[src/rtl/fft16_frame_io.sv]
// rtl/fft16_frame_io.sv - 16-sample frame packer, FFT handshake and double-buffered spectrum store.
// Optional FFT_IO_MAG_EN: store |re|+|im| per bin instead of the raw result word.
module fft16_frame_io #(
    parameter int TIMEOUT = 64
) (
    input  logic        CLK,
    input  logic        RESET,
    input  logic [15:0] S_DATA,
    input  logic        S_VALID,
    output logic        S_READY,
    output logic [31:0] FFT_A,
    output logic        FFT_START,
    input  logic        FFT_DONE,
    input  logic [31:0] FFT_Y,
    input  logic [3:0]  RD_ADDR,
    output logic [31:0] RD_DATA,
    output logic        FRAME_RDY,
    output logic        BUSY,
    output logic        ERR
);

    typedef enum logic [1:0] {ST_FILL, ST_SEND, ST_WAIT, ST_CAPTURE} state_t;

    localparam logic [7:0] WAIT_LAST = 8'(TIMEOUT - 1);

    state_t      state, next_state;
    logic [3:0]  in_idx, out_idx, cap_idx;
    logic [7:0]  wait_cnt;
    logic        bank_sel;
    logic [31:0] rd_q;
    logic        frame_rdy_q;
    logic        err_q;
    logic [15:0] sample_buf [0:15];
    logic [31:0] bank [0:1][0:15];
    logic [31:0] store_word;
    logic        accept;

    assign accept = (state == ST_FILL) && S_VALID;

`ifdef FFT_IO_MAG_EN
    logic [16:0] re_abs, im_abs, mag;
    // Sign-extend to 17 bits before negating so |-32768| is exact.
    always_comb begin
        re_abs = FFT_Y[31] ? 17'd0 - {FFT_Y[31], FFT_Y[31:16]} : {1'b0, FFT_Y[31:16]};
        im_abs = FFT_Y[15] ? 17'd0 - {FFT_Y[15], FFT_Y[15:0]}  : {1'b0, FFT_Y[15:0]};
        mag    = re_abs + im_abs;
        store_word = {15'd0, mag};
    end
`else
    assign store_word = FFT_Y;
`endif

    always_ff @(posedge CLK) begin
        if (RESET) state <= ST_FILL;
        else       state <= next_state;
    end

    always_comb begin
        next_state = state;
        case (state)
            ST_FILL:    if (S_VALID && in_idx == 4'd15) next_state = ST_SEND;
            ST_SEND:    if (out_idx == 4'd15) next_state = ST_WAIT;
            ST_WAIT: begin
                if (FFT_DONE)                   next_state = ST_CAPTURE;
                else if (wait_cnt == WAIT_LAST) next_state = ST_FILL;
            end
            ST_CAPTURE: if (cap_idx == 4'd15) next_state = ST_FILL;
            default:    next_state = ST_FILL;
        endcase
    end

    always_ff @(posedge CLK) begin
        if (RESET) begin
            in_idx      <= '0;
            out_idx     <= '0;
            cap_idx     <= '0;
            wait_cnt    <= '0;
            bank_sel    <= 1'b0;
            rd_q        <= '0;
            frame_rdy_q <= 1'b0;
            err_q       <= 1'b0;
        end else begin
            frame_rdy_q <= 1'b0;
            rd_q        <= bank[bank_sel][RD_ADDR];
            if (accept) in_idx <= in_idx + 4'd1;
            if (state == ST_SEND) out_idx <= out_idx + 4'd1;
            if (state == ST_WAIT) begin
                if (FFT_DONE) begin
                    wait_cnt <= '0;
                end else if (wait_cnt == WAIT_LAST) begin
                    wait_cnt <= '0;
                    err_q    <= 1'b1;
                end else begin
                    wait_cnt <= wait_cnt + 8'd1;
                end
            end
            // Bank flips only after the last bin lands, so readers never see a partial frame.
            if (state == ST_CAPTURE) begin
                cap_idx <= cap_idx + 4'd1;
                if (cap_idx == 4'd15) begin
                    bank_sel    <= ~bank_sel;
                    frame_rdy_q <= 1'b1;
                end
            end
        end
    end

    always_ff @(posedge CLK) begin
        if (RESET) begin
            for (int b = 0; b < 2; b++)
                for (int i = 0; i < 16; i++)
                    bank[b][i] <= '0;
        end else if (state == ST_CAPTURE) begin
            bank[~bank_sel][cap_idx] <= store_word;
        end
    end

    always_ff @(posedge CLK) begin
        if (accept) sample_buf[in_idx] <= S_DATA;
    end

    assign S_READY   = !RESET && (state == ST_FILL);
    assign FFT_A     = (!RESET && state == ST_SEND) ? {sample_buf[out_idx], 16'h0000} : 32'd0;
    assign FFT_START = !RESET && (state == ST_SEND) && (out_idx == 4'd15);
    assign RD_DATA   = RESET ? 32'd0 : rd_q;
    assign FRAME_RDY = !RESET && frame_rdy_q;
    assign BUSY      = !RESET && (state != ST_FILL);
    assign ERR       = !RESET && err_q;

endmodule

[config.mk]
export PLATFORM = sky130hd
export DESIGN_NAME = fft16_frame_io
export DESIGN_NICKNAME = d
export VERILOG_FILES = /design/src/rtl/fft16_frame_io.sv
export SDC_FILE = /design/constraint.sdc
export NUM_CORES = 1
export LEC_CHECK = 0
export ABC_AREA = 1
export BUFFER_PORTS_ARGS = -buffer_cell sky130_fd_sc_hd__clkbuf_2
export CORE_ASPECT_RATIO = 2
export CORE_MARGIN = 2
export CORE_UTILIZATION = 35
export CTS_CLUSTER_DIAMETER = 200
export DETAILED_ROUTE_END_ITERATION = 8
export GPL_TIMING_DRIVEN = 0
export PLACE_DENSITY = 0.5
export SLEW_MARGIN = 40
export SYNTH_ARGS = -nofsm -noshare
export SYNTH_HDL_FRONTEND = slang
export SYNTH_SLANG_ARGS = --single-unit
[constraint.sdc]
create_clock -name CLK -period 3.9 [get_ports CLK]
set_input_delay 0.39 -clock CLK [delete_from_list [all_inputs] [get_ports CLK]]
set_output_delay 0.39 -clock CLK [all_outputs]
set_load 0.1 [all_outputs]
==> impl_metrics.json, run 1 <==
{
  "status": "complete, no violations",
  "post_drt_wl_per_cell_um": 30.9,
  "critical_path_class": "flop to primary output",
  "grt_pass1_vias": 43039,
  "drtIter0Drc": 3951,
  "grt_max_degree": 33,
  "cap_viol_max_count": 0,
  "htreeDepth": 3,
  "synth_edf_count": 1280,
  "max_freq_mhz": 264,
  "max-slew-margin-rel": 0.317,
  "drt_first_pass_iters": 7,
  "ioPinCount": 125,
  "end_kind": "primary output",
  "ys_warn_count": 0,
  "yosysSeqAreaShare": 0.696,
  "leakage_nw": 25.3,
  "start_util": 0.352,
  "rsz0062_at_grt": "no",
  "dp_hpwl_um": 180000,
  "synth_seq_cells": 1342,
  "die_height_um": 575,
  "fin_crit_sh": 0.972,
  "p_per_area_nw_per_um2": 474,
  "dieArea_um2": 166000,
  "hold_buffers": 0,
  "drcViolationCount": 0,
  "place_ws_ps": 198,
  "setup_tns_ps": 0,
  "fin_total_pwr_mw": 31.4,
  "slew_viol_final": 0,
  "grt_overflow_total": 0,
  "track_usage": 0.290,
  "clkTransAtPathRegs_ps": 70,
  "finClkSkew_ps": 57.3,
  "synth.area.mux_share": 0,
  "cp-start-kind": "flop",
  "synth_compound_area_frac": 0.0406,
  "cts_buffer_depth": 3,
  "setup_viol": 0,
  "viasPerCell": 5.46,
  "numPortBuffers": 106,
  "yosys.area_share.adder": 0.00220,
  "die_x_um": 289,
  "num_rows": 209,
  "cp.arrival_ps": 3400,
  "crit_fanout": 10,
  "synth_xor_area_frac": 0.000307,
  "vias": 43203,
  "synth.distinct_cells": 37,
  "finalWorstSetupSlack_ps": 108,
  "synthArstFlopShare": 0,
  "vdd_drop_max_mv": 0.397,
  "grt_pass1_wl_um": 330000,
  "cts_sinks": 1342,
  "hold_class": "input port to flop",
  "fin_nets": 5756,
  "critPathRequiredTime_ps": 3510,
  "worst_pin_slew_ps": 1020,
  "synthCells": 5376,
  "syn_avg_cell_area_um2": 10.6,
  "synth_flop_cell": "edfxtp_1",
  "synth_top_family_by_area": "simple AND/OR/NAND/NOR gates",
  "core_um2": 162000,
  "antenna_found_initial": 4,
  "antenna_left": 0,
  "clock_latency_ps": 770,
  "min_period_ps": 3790,
  "syn_area_um2": 57000,
  "synthSimpleGateAreaFrac": 0.221,
  "cts_tree": "done",
  "finalHoldViolCount": 0,
  "drive_gt1_frac": 0.117,
  "area_delta_synth_final_pct": 16.4,
  "routed_wl_um": 244000,
  "place.gp.congestion": 0.978,
  "cts_inserted_buffers": 120,
  "cts_root_buf": "clkbuf_16"
}
[sequential cells by signal, summed over array words and instances (netlist names), 2 cells and up, named ones only]
register and cells:
bank 1024, sample_buf 256, rd_q 32, wait_cnt 8, cap_idx 4, in_idx 4
out_idx 4, state 2
[logic make-up (layout without fill, tap and decap cells)]
group                    after synthesis  after routing
buffers and inverters                526            930
AND/OR/NAND/NOR                     3070           3070
XOR/XNOR                               2              2
other                                  1             24
flip-flops                          1342           1342
adder cells (fa/ha/maj)               10             10
AO/OA/AOI/OAI                        425            425
[layout by cell type (no fill, tap or decap), drive strengths merged]
cell type  synthesis  final
nand3b             7      7
xor2               2      2
o2111ai            1      1
and3               1      1
edfxtp          1280   1280
clkinv            33     78
diode              0      8
dfxtp             62     62
nor3               6      6
or2                1      1
nand3            691    691
a31o               1      1
a21oi             39     39
nor2            1093   1093
a31oi              1      1
buf              120    195
o21ai            312    312
a22oi              1      1
clkinvlp           0     10
clkbuf           273    530
ha                10     10
conb               1     16
o211ai            70     70
inv              100    105
nand2           1267   1267
nand4              2      2
bufinv             0     12
nor4               2      2
[routing by layer]
metal	part of all wire	global-route usage	vias to the layer above
met3	0.062	0.0486	1008
met2	0.53	0.537	2254
met1	0.30	0.266	21003
met4	0.11	0.262	0
met5	0	0	-
li1	-	-	18938
[per-stage QoR]
| step | std cells | hold WS (ps) | utilization | instance area, um2 |
|---|---|---|---|---|
| 2_1_floorplan | 5391 | 458 | - | 57000 |
| 3_3_place_gp | 7607 | 472 | 0.372 | 60200 |
| 3_5_place_dp | 7674 | 474 | 0.384 | 62200 |
| 4_1_cts | 7901 | 50.1 | 0.409 | 66200 |
| 5_1_grt | 7912 | 98.6 | 0.410 | 66300 |
| 6_report | 7913 | 93.8 | 0.410 | 66300 |
[final cells by class]
class	instances	area (um2)
fillers	15590	95500
flip-flops and latches	1342	39700
multi-input cells	3523	15600
clock buffers	155	3330
well taps	2110	2640
repair buffers	177	1930
plain buffers	393	1900
clock inverters	72	747
inverters	133	522
diodes	8	20.0
[worst paths after layout]
kind                            startpoint                     endpoint  slack (ps)  cells past startpoint
setup / recovery                      flop                    FFT_A[16]         110                      8
hold / removal                  S_DATA[15]  sample_buf[0][15]$_DFFE_PP_          90                      1
setup reg to reg   cap_idx[1]$_SDFFE_PP0N_    bank[0][91]$_SDFFCE_PN0P_         170                     13
hold reg to reg   wait_cnt[7]$_SDFFE_PP0P_     wait_cnt[7]$_SDFFE_PP0P_         480                      2
[cell usage after synthesis (35+ instances only)]
library cell | count | area share
a21oi_1 | 39 | 0.0034
buf_1 | 36 | 0.0024
buf_2 | 35 | 0.0031
o211ai_1 | 70 | 0.0092
dfxtp_1 | 62 | 0.022
edfxtp_1 | 1280 | 0.67
nand2_1 | 1265 | 0.083
nand3_1 | 688 | 0.060
inv_1 | 96 | 0.0063
clkbuf_1 | 273 | 0.018
buf_4 | 42 | 0.0055
o21ai_0 | 311 | 0.027
nor2_1 | 1087 | 0.072
[what timing repair did]
item,4_1_cts,5_1_grt
setup buffers,0,4
gates resized for setup,10,25
setup endpoints to repair,16,22
pin swaps,0,1
[critical path: stages (launching register included)]
cell and delay (ps):
dfxtp_1 370, buf_2 200, buf_2 350, clkbuf_4 390
o21ai_0 140, o211ai_1 280, nand3_1 180, a21oi_1 320
clkbuf_4 410
[power breakdown]
group	switching, mW	total [mW]	internal (mW)
registers	0.126	16.3	16.2
logic	1.98	2.52	0.539
clock network	5.75	12.6	6.85
No activity file was read; power rests on OpenSTA's default activity.
==> inputs of run 2 (changes only) <==
==> constraint.sdc (replaced) <==
create_clock -name CLK -period 3.9 [get_ports CLK]
set_input_delay 0.78 -clock CLK [delete_from_list [all_inputs] [get_ports CLK]]
set_output_delay 0.78 -clock CLK [all_outputs]
set_load 0.1 [all_outputs]
==> run 2 against run 1 <==
Effect of this change:
- sequential cell count unchanged
- sequential share of layout area down 0.072 points
- utilization about the same
- power about the same
- wire length about the same
- die area unchanged
- fmax down 1.4%
- clock power about the same
- global-route usage about the same
- design area up 0.12%
- highest routed layer is now met5
==> impl_metrics.json, run 2 (synthesis gave the netlist of run 1 again) <==
{
  "status": "complete, no violations",
  "utilization": 0.410,
  "numPortBuffers": 106,
  "htreeDepth": 3,
  "core_um2": 162000,
  "cp_slowest_cell": "clkbuf_4",
  "finClkSkew_ps": 57.3,
  "grt_pass1_wl_um": 330000,
  "finalHoldViolCount": 0,
  "critical_path_class": "flop to primary output",
  "reg2reg_depth": 13,
  "die_x_um": 289,
  "path_cells": "buf_2, buf_4, clkbuf_8, o21ai_0, o211ai_1, nand3_1, a21oi_1, clkbuf_4",
  "leakage_nw": 25.3,
  "setup_viol": 0,
  "start_util": 0.352,
  "cts_root_buf": "clkbuf_16",
  "antenna_found_initial": 4,
  "post_drt_wl_per_cell_um": 30.9,
  "reg_top3": "bank (1024), sample_buf (256), rd_q (32)",
  "rsz0062_at_grt": "no",
  "hold_class": "flop to flop",
  "layout_common_cells": "edfxtp_1, nand2_1, nor2_1, nand3_1, o21ai_0",
  "end_kind": "primary output",
  "place_ws_ps": -64.1,
  "whs_ps": 481,
  "r2r-start": "cap_idx[1]$_SDFFE_PP0N_",
  "dp_hpwl_um": 180000,
  "cts_sinks": 1342,
  "setup_tns_ps": 0,
  "drt_first_pass_iters": 6,
  "p_per_area_nw_per_um2": 473,
  "worst_r2r_endpoint": "bank[0][59]$_SDFFCE_PN0P_",
  "max_freq_mhz": 260,
  "cts_tree": "done",
  "hold_depth": 2,
  "cp-start-kind": "flop",
  "r2r_slack_ps": 200,
  "fin_nets": 5755,
  "final_common_cell": "edfxtp_1",
  "dieArea_um2": 166000,
  "largest_reg_flops": 1024,
  "vias": 43235,
  "die_height_um": 575,
  "finalWorstSetupSlack_ps": 55.7,
  "ioPinCount": 125,
  "slowest_delay_ps": 370,
  "max-slew-margin-rel": 0.327,
  "crit_fanout": 10,
  "cts_inserted_buffers": 120,
  "cp.arrival_ps": 3060,
  "track_usage": 0.290,
  "fin_cells": 7911,
  "viasPerCell": 5.47,
  "drive_gt1_frac": 0.120,
  "antenna_left": 0,
  "drtIter0Drc": 3936,
  "critPathRequiredTime_ps": 3120,
  "vdd_drop_max_mv": 0.399,
  "grt_pass1_vias": 43073,
  "area_delta_synth_final_pct": 16.6,
  "whs_endpoint": "wait_cnt[7]$_SDFFE_PP0P_",
  "dp.cells": 7674,
  "slew_viol_final": 0,
  "grt_max_degree": 33,
  "routed_wl_um": 244000,
  "grt_overflow_total": 0,
  "drcViolationCount": 0,
  "min_period_ps": 3840,
  "cap_viol_max_count": 0,
  "clock_latency_ps": 770,
  "clkTransAtPathRegs_ps": 70,
  "place.gp.congestion": 0.978,
  "min-delay-start": "wait_cnt[7]$_SDFFE_PP0P_",
  "fin_crit_sh": 0.986,
  "cts_buffer_depth": 3,
  "worst_pin_slew_ps": 1010,
  "num_rows": 209,
  "hold_buffers": 0,
  "regMostFlops": "bank"
}
-- run 2: changes by cell type in the layout (fill, tap and decap cells not counted) --
| cell | change |
|---|---|
| a21oi_2 | +1 |
| clkbuf_1 | -13 |
| clkbuf_8 | +2 |
| buf_4 | +5 |
| buf_2 | -4 |
| clkbuf_4 | +13 |
| buf_1 | -4 |
| a21oi_1 | -1 |
| diode_2 | -1 |
-- run 2: report_power, final --
part	internal (mW)	total, mW	switching [mW]
logic	0.547	2.52	1.98
registers	16.2	16.3	0.128
clock network	6.85	12.6	5.76
total	23.6	31.4	7.86
-- run 2: layer usage --
layer / routed length, um / track usage
met5: 10 / 0
met4: 26600 / 0.262
met3: 15200 / 0.0485
met2: 129000 / 0.537
met1: 73000 / 0.266
-- run 2: area by class of cell --
| cell class | instances | area [um2] |
|---|---|---|
| multi-input cells | 3523 | 15600 |
| fillers | 15586 | 95500 |
| diodes | 7 | 17.5 |
| clock buffers | 155 | 3330 |
| clock inverters | 72 | 747 |
| repair buffers | 177 | 1970 |
| well taps | 2110 | 2640 |
| flip-flops and latches | 1342 | 39700 |
| inverters | 133 | 522 |
| plain buffers | 392 | 1940 |
-- run 2: stage by stage --
stage / power, mW / instance area, um2
floorplan: 17.9 / 57000
global placement: 18.9 / 60200
detailed placement: 19.1 / 62200
CTS: 31.4 / 66300
global route: 32.1 / 66400
finish: 31.4 / 66400
-- run 2: timing repair --
item	in CTS	in global routing
pin swaps	0	1
hold endpoints to repair	0	0
setup buffers	0	4
resized for setup	52	16
setup endpoints to repair	16	27
-- run 2: worst max path at each step --
stage / depth (start not counted) / start / slack [ps] / to
2_1_floorplan: 8 / flop / 260 / FFT_A[22]
3_3_place_gp: 13 / RESET / -3050 / bank[1][107]$_DFFE_PP_
3_5_place_dp: 15 / RESET / -60 / bank[1][104]$_DFFE_PP_
4_1_cts: 8 / flop / 7 / FFT_A[18]
5_1_grt: 7 / flop / 9 / FFT_A[24]
6_report: 8 / flop / 60 / FFT_A[17]
-- run 2: worst max-delay path, delay by kind of cell, from the launching register on --
family          cells  cell delay, ps
simple gates        1             180
flops               1             360
buf+inv             4            1100
compound gates      3             640
